## config.mk

```make
export PLATFORM = sky130hd
export DESIGN_NAME = bit_deserializer16_flat
export DESIGN_NICKNAME = d
export VERILOG_FILES = /design/src/rtl/bit_deserializer16_if.sv /design/src/rtl/bit_deserializer16.sv /design/src/flat_wrapper.sv
export SDC_FILE = /design/constraint.sdc
export NUM_CORES = 1
export LEC_CHECK = 0
export ABC_AREA = 1
export ABC_CLOCK_PERIOD_IN_PS = 1800
export CAP_MARGIN = 20
export CORE_MARGIN = 3
export CORE_UTILIZATION = 40
export CTS_CLUSTER_DIAMETER = 100
export DETAILED_ROUTE_END_ITERATION = 6
export GPL_ROUTABILITY_DRIVEN = 1
export PLACE_DENSITY = 0.64
export RECOVER_POWER = 50
export SKIP_LAST_GASP = 1
export SLEW_MARGIN = 20
export SYNTH_ARGS = -nofsm -noshare
export SYNTH_HDL_FRONTEND = slang
export SYNTH_SLANG_ARGS = --single-unit
export TNS_END_PERCENT = 50
```

## constraint.sdc

```tcl
create_clock -name CLK -period 1.8 [get_ports CLK]
set_input_delay 0.36 -clock CLK [delete_from_list [all_inputs] [get_ports CLK]]
set_output_delay 0.36 -clock CLK [all_outputs]
set_load 0.01 [all_outputs]
```

## src/rtl/bit_deserializer16_if.sv

```systemverilog
// Serial-in / word-out bundle for bit_deserializer16.
// master: the side feeding bits and consuming words; slave: the deserializer.
interface bit_deserializer16_if;
  logic        DIN;
  logic        DIN_DV;
  logic        FLUSH;
  logic        DOUT_RDY;
  logic [15:0] DOUT;
  logic [4:0]  DOUT_CNT;
  logic        DOUT_DV;
  logic        OVF;

  modport master (
    output DIN, DIN_DV, FLUSH, DOUT_RDY,
    input  DOUT, DOUT_CNT, DOUT_DV, OVF
  );

  modport slave (
    input  DIN, DIN_DV, FLUSH, DOUT_RDY,
    output DOUT, DOUT_CNT, DOUT_DV, OVF
  );
endinterface

```

## src/rtl/bit_deserializer16.sv

```systemverilog
// Packs a qualified serial bit stream into 16-bit words with a one-word output slot,
// partial-word flush and a sticky overflow flag for words dropped on a busy slot.
module bit_deserializer16 #(
  parameter bit LSB_FIRST = 1'b1
) (
  input logic               CLK,
  input logic               RST,
  bit_deserializer16_if.slave bus
);

  logic [15:0] col_p0;
  logic [3:0]  fcnt_p0;
  logic [15:0] dout_p1;
  logic [4:0]  cnt_p1;
  logic        vld_p1;
  logic        ovf_p1;

  logic        acc;
  logic        slot_free;
  logic        complete;
  logic        flush_go;
  logic [3:0]  pos;
  logic [15:0] col_next;
  logic [4:0]  fill_next;

  function automatic logic [15:0] place_bit(input logic [15:0] w, input logic [3:0] p,
                                            input logic d);
    logic [15:0] r;
    r    = w;
    r[p] = d;
    return r;
  endfunction

  always_comb begin
    acc       = bus.DIN_DV;
    slot_free = !vld_p1 || bus.DOUT_RDY;
    pos       = LSB_FIRST ? fcnt_p0 : (4'd15 - fcnt_p0);
    col_next  = acc ? place_bit(col_p0, pos, bus.DIN) : col_p0;
    complete  = acc && (fcnt_p0 == 4'd15);
    // A completing 16th bit always wins over a same-edge flush.
    flush_go  = bus.FLUSH && slot_free && ((fcnt_p0 != 4'd0) || acc) && !complete;
    fill_next = {1'b0, fcnt_p0} + {4'b0000, acc};
  end

  // p0 collect stage -> p1 output slot
  always_ff @(posedge CLK) begin
    if (RST) begin
      col_p0  <= '0;
      fcnt_p0 <= '0;
      dout_p1 <= '0;
      cnt_p1  <= '0;
      vld_p1  <= 1'b0;
      ovf_p1  <= 1'b0;
    end else if (complete) begin
      if (slot_free) begin
        dout_p1 <= col_next;
        cnt_p1  <= 5'd16;
        vld_p1  <= 1'b1;
      end else begin
        ovf_p1  <= 1'b1;
      end
      col_p0  <= '0;
      fcnt_p0 <= '0;
    end else if (flush_go) begin
      dout_p1 <= col_next;
      cnt_p1  <= fill_next;
      vld_p1  <= 1'b1;
      col_p0  <= '0;
      fcnt_p0 <= '0;
    end else begin
      if (acc) begin
        col_p0  <= col_next;
        fcnt_p0 <= fcnt_p0 + 4'd1;
      end
      if (vld_p1 && bus.DOUT_RDY) begin
        vld_p1 <= 1'b0;
      end
    end
  end

  assign bus.DOUT     = dout_p1;
  assign bus.DOUT_CNT = cnt_p1;
  assign bus.DOUT_DV  = vld_p1;
  assign bus.OVF      = ovf_p1;

endmodule

```

## src/flat_wrapper.sv

```systemverilog
// flat-port wrapper written by rule: the top's interface ports become plain ports
module bit_deserializer16_flat 
#(
  parameter bit LSB_FIRST = 1'b1
)
  (CLK, RST, bus_DIN, bus_DIN_DV, bus_FLUSH, bus_DOUT_RDY, bus_DOUT, bus_DOUT_CNT, bus_DOUT_DV, bus_OVF);
  bit_deserializer16_if bus_i ();
  input logic CLK;
  input logic RST;
  input wire logic [$bits(bus_i.DIN)-1:0] bus_DIN;
  input wire logic [$bits(bus_i.DIN_DV)-1:0] bus_DIN_DV;
  input wire logic [$bits(bus_i.FLUSH)-1:0] bus_FLUSH;
  input wire logic [$bits(bus_i.DOUT_RDY)-1:0] bus_DOUT_RDY;
  output wire logic [$bits(bus_i.DOUT)-1:0] bus_DOUT;
  output wire logic [$bits(bus_i.DOUT_CNT)-1:0] bus_DOUT_CNT;
  output wire logic [$bits(bus_i.DOUT_DV)-1:0] bus_DOUT_DV;
  output wire logic [$bits(bus_i.OVF)-1:0] bus_OVF;
  assign bus_i.DIN = bus_DIN;
  assign bus_i.DIN_DV = bus_DIN_DV;
  assign bus_i.FLUSH = bus_FLUSH;
  assign bus_i.DOUT_RDY = bus_DOUT_RDY;
  assign bus_DOUT = bus_i.DOUT;
  assign bus_DOUT_CNT = bus_i.DOUT_CNT;
  assign bus_DOUT_DV = bus_i.DOUT_DV;
  assign bus_OVF = bus_i.OVF;
  bit_deserializer16 #(.LSB_FIRST(LSB_FIRST)) u_core (.CLK(CLK), .RST(RST), .bus(bus_i));
endmodule
```

==> results of run 1 <==
-- how the worst max path moves through the flow --
stage,startpoint,to,slack [ps]
final,u_core.fcnt_p0[0],u_core.bus.DOUT_CNT[4],150
after global routing,u_core.fcnt_p0[2],u_core.bus.DOUT[6],3
after CTS,u_core.fcnt_p0[0],u_core.bus.DOUT_CNT[4],150
after detailed placement,bus_DIN_DV,u_core.bus.DOUT[5],-130
after global placement,bus_DIN_DV,u_core.bus.DOUT[5],-100
after floorplan,u_core.fcnt_p0[1],u_core.bus.DOUT[12],380
-- per-layer routing --
| layer | vias to the layer above | track usage | wire length, microns |
|---|---|---|---|
| met5 | - | 0 | 0 |
| met4 | 0 | 0.0367 | 32 |
| met3 | 4 | 0.0371 | 151 |
| met2 | 26 | 0.275 | 2110 |
| met1 | 814 | 0.209 | 2200 |
| li1 | 985 | - | - |
-- sequential cells by signal, indices dropped and copies added, names as in the netlist --
register and flops:
u_core.fcnt_p0 4, u_core.bus.DOUT_CNT 5, u_core.bus.OVF 1, u_core.bus.DOUT 16, u_core.col_p0 16, u_core.bus.DOUT_DV 1
-- cells by family after synthesis --
family | after synthesis | synth area share
simple gates | 159 | 0.351
buf+inv | 57 | 0.125
flops | 43 | 0.416
compound gates | 26 | 0.0629
fa+ha+maj | 6 | 0.0363
xor+xnor | 2 | 0.00847
-- cell usage after synthesis (all sizes together) --
cell type	instances
and2	3
nor2	64
buf	12
o21ai	18
dfxtp	43
nand4	2
nor3	1
or2	1
inv	44
nand3b	16
ha	6
nand2	65
nand3	7
a21oi	8
clkbuf	1
xor2	2
-- power by group --
| part | total, mW | leakage, nW | internal [mW] | switching [mW] |
|---|---|---|---|---|
| Combinational | 0.311 | 1.00 | 0.150 | 0.161 |
| Clock | 0.679 | 0.0505 | 0.349 | 0.329 |
| Sequential | 1.01 | 0.350 | 0.993 | 0.0192 |
| Total | 2.00 | 1.41 | 1.49 | 0.510 |
-- area by class of cell --
| cell class | instances | area share |
|---|---|---|
| Inverter | 44 | 0.0624 |
| Tap cell | 67 | 0.0317 |
| Timing Repair Buffer | 55 | 0.184 |
| Clock inverter | 1 | 0.00284 |
| Clock buffer | 7 | 0.0364 |
| Sequential cell | 43 | 0.325 |
| Multi-Input combinational cell | 193 | 0.357 |
-- critical path: stages (launching register included) --
cell     delay [ps]
dfxtp_1         420
inv_1           110
ha_1            220
inv_1            50
nor2_1           40
nand2_2          80
nand3_2         130
buf_12          180
o21ai_0         250
nor2_1           70
-- stage by stage --
stage / TNS (ps) / instances / instance area [sq um]
after floorplan: 0 / 293 / 2070
final: 0 / 410 / 2650
after global routing: 0 / 410 / 2650
after detailed placement: -1040 / 402 / 2550
after CTS: 0 / 410 / 2660
after global placement: -919 / 402 / 2550
-- cell usage in the layout, fill, tap and decap left out, types with 6 or more instances in the layout --
master,instances
nor2_1,63
nand2_1,60
inv_1,44
dfxtp_1,43
buf_4,24
dlygate4sd3_1,23
o21ai_0,17
nand3b_1,16
a21oi_1,8
clkbuf_8,7
nand3_1,6
ha_1,6
==> out/metrics.yaml, run 1 <==
drive_above_1_share: 0.125
cts_setup_buffers: 0
drt_iter0_markers: 59
min_to: "u_core.bus.OVF"
drc: 0
grt_max_degree: 14
clkSinkCount: 43
slew_viol_final: 0
clk_pin_slew_ps: 80
num_vias: 1829
ys_seq_area_frac: 0.416
grt_pass1_vias: 1774
fillers: 491
crit_type: "reg2reg"
hold_viol_final: 0
clk_latency_ps: 300
fp.dieW_microns: 77.9
wire_per_inst_microns: 11.0
track_usage: 0.162
setup.worst_path.end_class: "flip-flop"
path_max_fanout: 13
fmax_mhz: 605
start_util: 0.427
skew_ps: 9.82
finalHoldWorstSlack_ps: 454
area_delta_synth_final_pct: 27.9
period_share: 0.918
cp.required_ps: 1990
num_antenna_cells: 0
status: "finished clean"
postCtsHoldBufs: 0
finalSetupViolCount: 0
multi_input_area_sq_um: 945
start_kind: "flip-flop"
ff2ff_setup_slack_ps: 150
dr.pass1.iters: 4
row_count: 25
cts_made_buffers: 5
cts_max_path_buffers: 2
worstReg2RegStart: "u_core.fcnt_p0[0]"
rsz0062_at_grt: "no"
worst_slew_pin_slew_ps: 386
synth.distinct_cells: 24
regArea_sq_um: 861
grt_pass1_wl_microns: 7890
post-route-util: 0.546
cap_violations: 0
ctsHtreeMaxLevel: 2
port_buffers: 28
synth_warnings: 0
place_congestion: 0.805
synth_area_leader_cell: "dfxtp_1"
min_path_type: "reg2reg"
post-place-ws_ps: -131
cts_tree: "done"
maxSlewHeadroom: 0.742
arrival_ps: 1840
cts_root_buffer: "clkbuf_8"
fin_ws_ps: 148
power_density_nw_per_um2: 757
ios: 29
power_leakage_nw: 1.41
antenna_left: 0
holdCritStartpoint: "u_core.bus.OVF"
fp.dieH_microns: 77.9
ir_drop_v: 0.000507
finalPower_mw: 2.00
dp_hpwl_microns: 3480
holdPathStages: 2
synthCells: 293
gr-total-overflow: 0
synthTopCellsByArea: "dfxtp_1 42%, nor2_1 11%, nand2_1 11%"
viasPerCell: 4.46
synth_fp_nets: 305
antenna_found_initial: 0
netlist_area_sq_um: 2070
nets: 354
period_needed_ps: 1650
cts-resized-gates: 0
coreArea_sq_um: 4850
routed_wl_microns: 4500
worstReg2RegEnd: "u_core.bus.DOUT_CNT[4]"
fp.dieArea_sq_um: 6070
reg2reg_depth: 9
avgSynthCellArea_sq_um: 7.06
synth_seq_cells: 43
synth_top_area_frac: 0.416
No activity file was read; power rests on OpenSTA's default activity.
==> inputs of run 2 (changes only) <==
Settings changed: CELL_PAD_IN_SITES_DETAIL_PLACEMENT set to 0, CELL_PAD_IN_SITES_GLOBAL_PLACEMENT set to 1, CORE_ASPECT_RATIO set to 0.7, CORE_UTILIZATION 40 to 39, GPL_ROUTABILITY_DRIVEN 1 to not set, PLACE_DENSITY 0.64 to 0.82.
==> out/metrics.yaml, run 2 (synthesized netlist as in run 1, its figures left out) <==
cp.required_ps: 1990  # about the same
final_common_cell: "nor2_1"
fp.dieH_microns: 66.9  # -14%
setup.worst_path.end_class: "flip-flop"
layout_common_cells: "63 x nor2_1, 60 x nand2_1, 43 x inv_1"
placed_cells: 397  # -1.2%
period_share: 0.915  # -0.00306
drive_above_1_share: 0.119  # -0.00632
antenna_found_initial: 0  # unchanged
grt_pass1_vias: 1727  # -2.6%
grt_pass1_wl_microns: 8240  # +4.5%
period_needed_ps: 1650  # -5.51 ps
placed_area_sq_um: 2520  # -1.5%
ctsHtreeMaxLevel: 2  # unchanged
coreArea_sq_um: 4940  # +1.9%
finalHoldWorstSlack_ps: 448  # -5.89 ps
arrival_ps: 1830  # about the same
cts_max_path_buffers: 2  # unchanged
power_density_nw_per_um2: 743  # -1.9%
place_congestion: 0.851  # +5.7%
slew_viol_final: 0  # unchanged
min_path_type: "reg2reg"
ios: 29  # unchanged
cts_made_buffers: 5  # unchanged
path_max_fanout: 9  # -4
finalSetupViolCount: 0  # unchanged
start_kind: "flip-flop"
status: "finished clean"
hold_viol_final: 0  # unchanged
fp.dieArea_sq_um: 6230  # +2.6%
fmax_mhz: 607  # +0.33%
skew_ps: 5.79  # -4.04 ps
worst-path-buf-inv: 2  # -1
track_usage: 0.171  # +0.00883
cp_common_cell: "nor2_1"
fp.dieW_microns: 93.1  # +19%
crit_family: "flip-flops"
nets: 347  # -2.0%
worst_slew_pin_slew_ps: 384  # -1.81 ps
cp_slowest_stage_delay_ps: 560  # +140 ps
antenna_left: 0  # unchanged
dp_hpwl_microns: 3470  # -0.33%
viasPerCell: 4.45  # -0.20%
rsz0062_at_grt: "no"
start_util: 0.419  # -0.00789
cts_setup_buffers: 0  # unchanged
postCtsHoldBufs: 0  # unchanged
grt_max_degree: 15  # +1
worstPathCellList: "inv_1, nor2_1, nand2_1, o21ai_0, inv_1, nor2_1, nor2_1"
port_buffers: 28  # unchanged
crit_type: "reg2reg"
wire_per_inst_microns: 11.7  # +7.1%
tns_ps: 0  # unchanged
instances_no_fill: 405  # -1.2%
critical_path.slowest_cell: "dfxtp_1"
drc: 0  # unchanged
dr.pass1.iters: 4  # unchanged
maxSlewHeadroom: 0.744  # +0.00120
area_delta_synth_final_pct: 25.4
cap_violations: 0  # unchanged
clk_latency_ps: 290  # about the same
gr-total-overflow: 0  # unchanged
clkSinkCount: 43  # unchanged
clk_pin_slew_ps: 80  # about the same
cts_tree: "done"
power_leakage_nw: 1.36  # -3.1%
num_antenna_cells: 0  # unchanged
cts_root_buffer: "clkbuf_8"
ir_drop_v: 0.000337  # -34%
routed_wl_microns: 4760  # +5.8%
drt_iter0_markers: 101  # +71%
row_count: 21  # -16%
stdcell_area_sq_um: 2590  # -1.9%
num_vias: 1803  # -1.4%
==> run 2: stage by stage <==
stage | setup WS [ps] | power [mW] | util
after floorplan | 384 | 1.22 | -
after global placement | -155 | 1.37 | 0.510
after detailed placement | -132 | 1.37 | 0.510
after CTS | 101 | 1.98 | 0.527
after global routing | 8.97 | 2.03 | 0.525
final | 154 | 1.93 | 0.525
==> run 2: area by class of cell <==
| class | instances | area, sq um |
|---|---|---|
| repair buffers | 48 | 450 |
| multi-input cells | 193 | 945 |
| well taps | 69 | 86.3 |
| fillers | 528 | 2340 |
| clock buffers | 6 | 72.6 |
| inverters | 44 | 165 |
| flip-flops and latches | 43 | 863 |
| clock inverters | 2 | 12.5 |
==> run 2: repair_timing <==
item,in CTS,in global routing
endpoints found under the setup margin,0,15
resized for setup,0,2
endpoints found under the hold margin,0,0
==> run 2: layer usage <==
layer | GRT usage | share of wire
met1 | 0.235 | 0.55
met4 | 0.0475 | 0.0050
met3 | 0.0429 | 0.044
met5 | 0 | 0
met2 | 0.265 | 0.40
==> run 2: where the power goes <==
group	total, mW	internal, mW	switching, mW	leakage, nW
clock	0.602	0.271	0.331	0.0412
combinational	0.310	0.148	0.163	0.970
sequential	1.01	0.994	0.0207	0.351
total	1.93	1.41	0.514	1.36
==> run 2: worst register-to-register path, cell delays in order (launching register included) <==
cell,delay [ps]
dfxtp_1,560
inv_1,160
nor2_1,210
nand2_1,90
o21ai_0,280
inv_1,90
nor2_1,90
nor2_1,50
==> run 2: path summary, 6_finish.rpt <==
check                                          end  slack [ps]              start  cells after the start
worst min register to register      u_core.bus.OVF         450     u_core.bus.OVF                      2
worst max register to register  u_core.bus.DOUT[5]         150  u_core.fcnt_p0[2]                      7
worst min-delay path                u_core.bus.OVF         450     u_core.bus.OVF                      2
worst max-delay path            u_core.bus.DOUT[5]         150  u_core.fcnt_p0[2]                      7
==> edit: new RTL, flow settings as in run 2 <==
`LSB_FIRST` is set to 1'b1 in 2 places; all go to 1'b0.
--- a/src/rtl/bit_deserializer16.sv
+++ b/src/rtl/bit_deserializer16.sv
@@ -1,7 +1,7 @@
 // Packs a qualified serial bit stream into 16-bit words with a one-word output slot,
 // partial-word flush and a sticky overflow flag for words dropped on a busy slot.
 module bit_deserializer16 #(
-  parameter bit LSB_FIRST = 1'b1
+  parameter bit LSB_FIRST = 1'b0
 ) (
   input logic               CLK,
   input logic               RST,
--- a/src/flat_wrapper.sv
+++ b/src/flat_wrapper.sv
@@ -1,7 +1,7 @@
 // flat-port wrapper written by rule: the top's interface ports become plain ports
 module bit_deserializer16_flat 
 #(
-  parameter bit LSB_FIRST = 1'b1
+  parameter bit LSB_FIRST = 1'b0
 )
   (CLK, RST, bus_DIN, bus_DIN_DV, bus_FLUSH, bus_DOUT_RDY, bus_DOUT, bus_DOUT_CNT, bus_DOUT_DV, bus_OVF);
   bit_deserializer16_if bus_i ();
Behaviour: not the same (a bounded check fails within 4 cycles, from zero or initial values and one cycle with RST high).
==> edit against run 2 <==
- routed wire length shrank 1.5%
- setup slack lost 0.025 ns
- first-iteration DRC count shrank 46%
- cell area grew 4.1%
- critical path depth is the same
- maximum frequency shrank 1.5%
- power grew 3.5%
- sequential cell count is the same
- synthesized area grew 4.7%
- critical path type unchanged
- critical endpoint is now u_core.fcnt_p0[0]$_SDFFE_PP0P_
- largest power group unchanged
==> edit: results (changes against run 2) <==
Synth
  • Mapped Nets: 307 (+0.66%)
  • Most frequently used cell type in the post-synthesis netlist: nand2_1
  • Most frequent cells after synthesis: nand2_1 (60), nor2_1 (53), dfxtp_1 (43), inv_1 (43), o21ai_0 (18)
  • Syn Inst Count: 295 (+0.68%)
  • Yosys cell types: 28 (+17%)
  • Post-synthesis sequential area ratio: 0.3972 (-0.01873)

Finish
  • Final nets: 352 (+1.4%)
  • Layout fillers: 531 (+0.57%)

Pwr
  • Leak: 1.389 nW (+2.0%)

GRT
  • Largest net degree at the start of global routing: 21 (+6)
  • GRT Overall Usage: 0.1613 (-0.009547)
  • M2 GR Usage: 0.2145 (-0.05100)
  • Global routing usage on met1: 0.2482 (+0.01348)

Route
  • Met2 routed WL: 1758 um (-7.6%)
  • Post-Route WL: 4686 um (-1.5%)
  • Wire length on met1: 2644 um (+0.95%)
  • Met3 wire length: 244 um (+16%)
  • DR vias/cell: 4.453 (about the same)

STA
  • Fin Clk Skew: 0.002918 ns (-0.002868 ns)
  • Fin crit share: 0.9283 (+0.01370)
  • Worst hold slack: 0.4541 ns (+0.006239 ns)

Status
  • Status: finished, final reports clean

Critical path
  • Crit Path Max Fanout: 20 (+11)
  • FF-to-FF End: u_core.fcnt_p0[0]$_SDFFE_PP0P_
  • Reg2reg setup slack: 0.13 ns (-0.02 ns)
  • FF-to-FF Start: u_core.fcnt_p0[1]$_SDFFE_PP0P_

Placement
  • Placed inst area: 0.002636 mm^2 (+4.7%)
  • RD Place Congestion: 0.8560 (+0.60%)
  • Hpwl dp: 3524 um (+1.6%)
-- edit: layout make-up --
class	count	area (um^2)	share of cell area
clock buffers	6	72.57	0.02685
clock inverters	2	12.51	0.004630
flip-flops and latches	43	860.8	0.3185
repair buffers	50	464.2	0.1718
multi-input cells	195	1031	0.3815
well taps	72	90.09	0.03333
inverters	45	171.4	0.06343
-- edit: cell families after synthesis --
logic type	after synthesis	synth area share
compound gates	24	0.05542
xor+xnor	2	0.008085
fa+ha+maj	6	0.03464
buf+inv	57	0.1270
flops	43	0.3972
simple gates	163	0.3776
-- edit: worst max-delay path, stage by stage, from the launching register on --
cell,delay (ns)
dfxtp_1,0.34
buf_4,0.13
ha_1,0.22
nand4_4,0.18
clkbuf_1,0.16
nand3_1,0.08
buf_2,0.36
nor3b_2,0.08
-- edit: power breakdown --
group / switching, mW / internal (mW) / leakage, nW
clock: 0.342 / 0.272 / 0.0412
sequential: 0.0204 / 0.996 / 0.351
combinational: 0.189 / 0.175 / 0.998
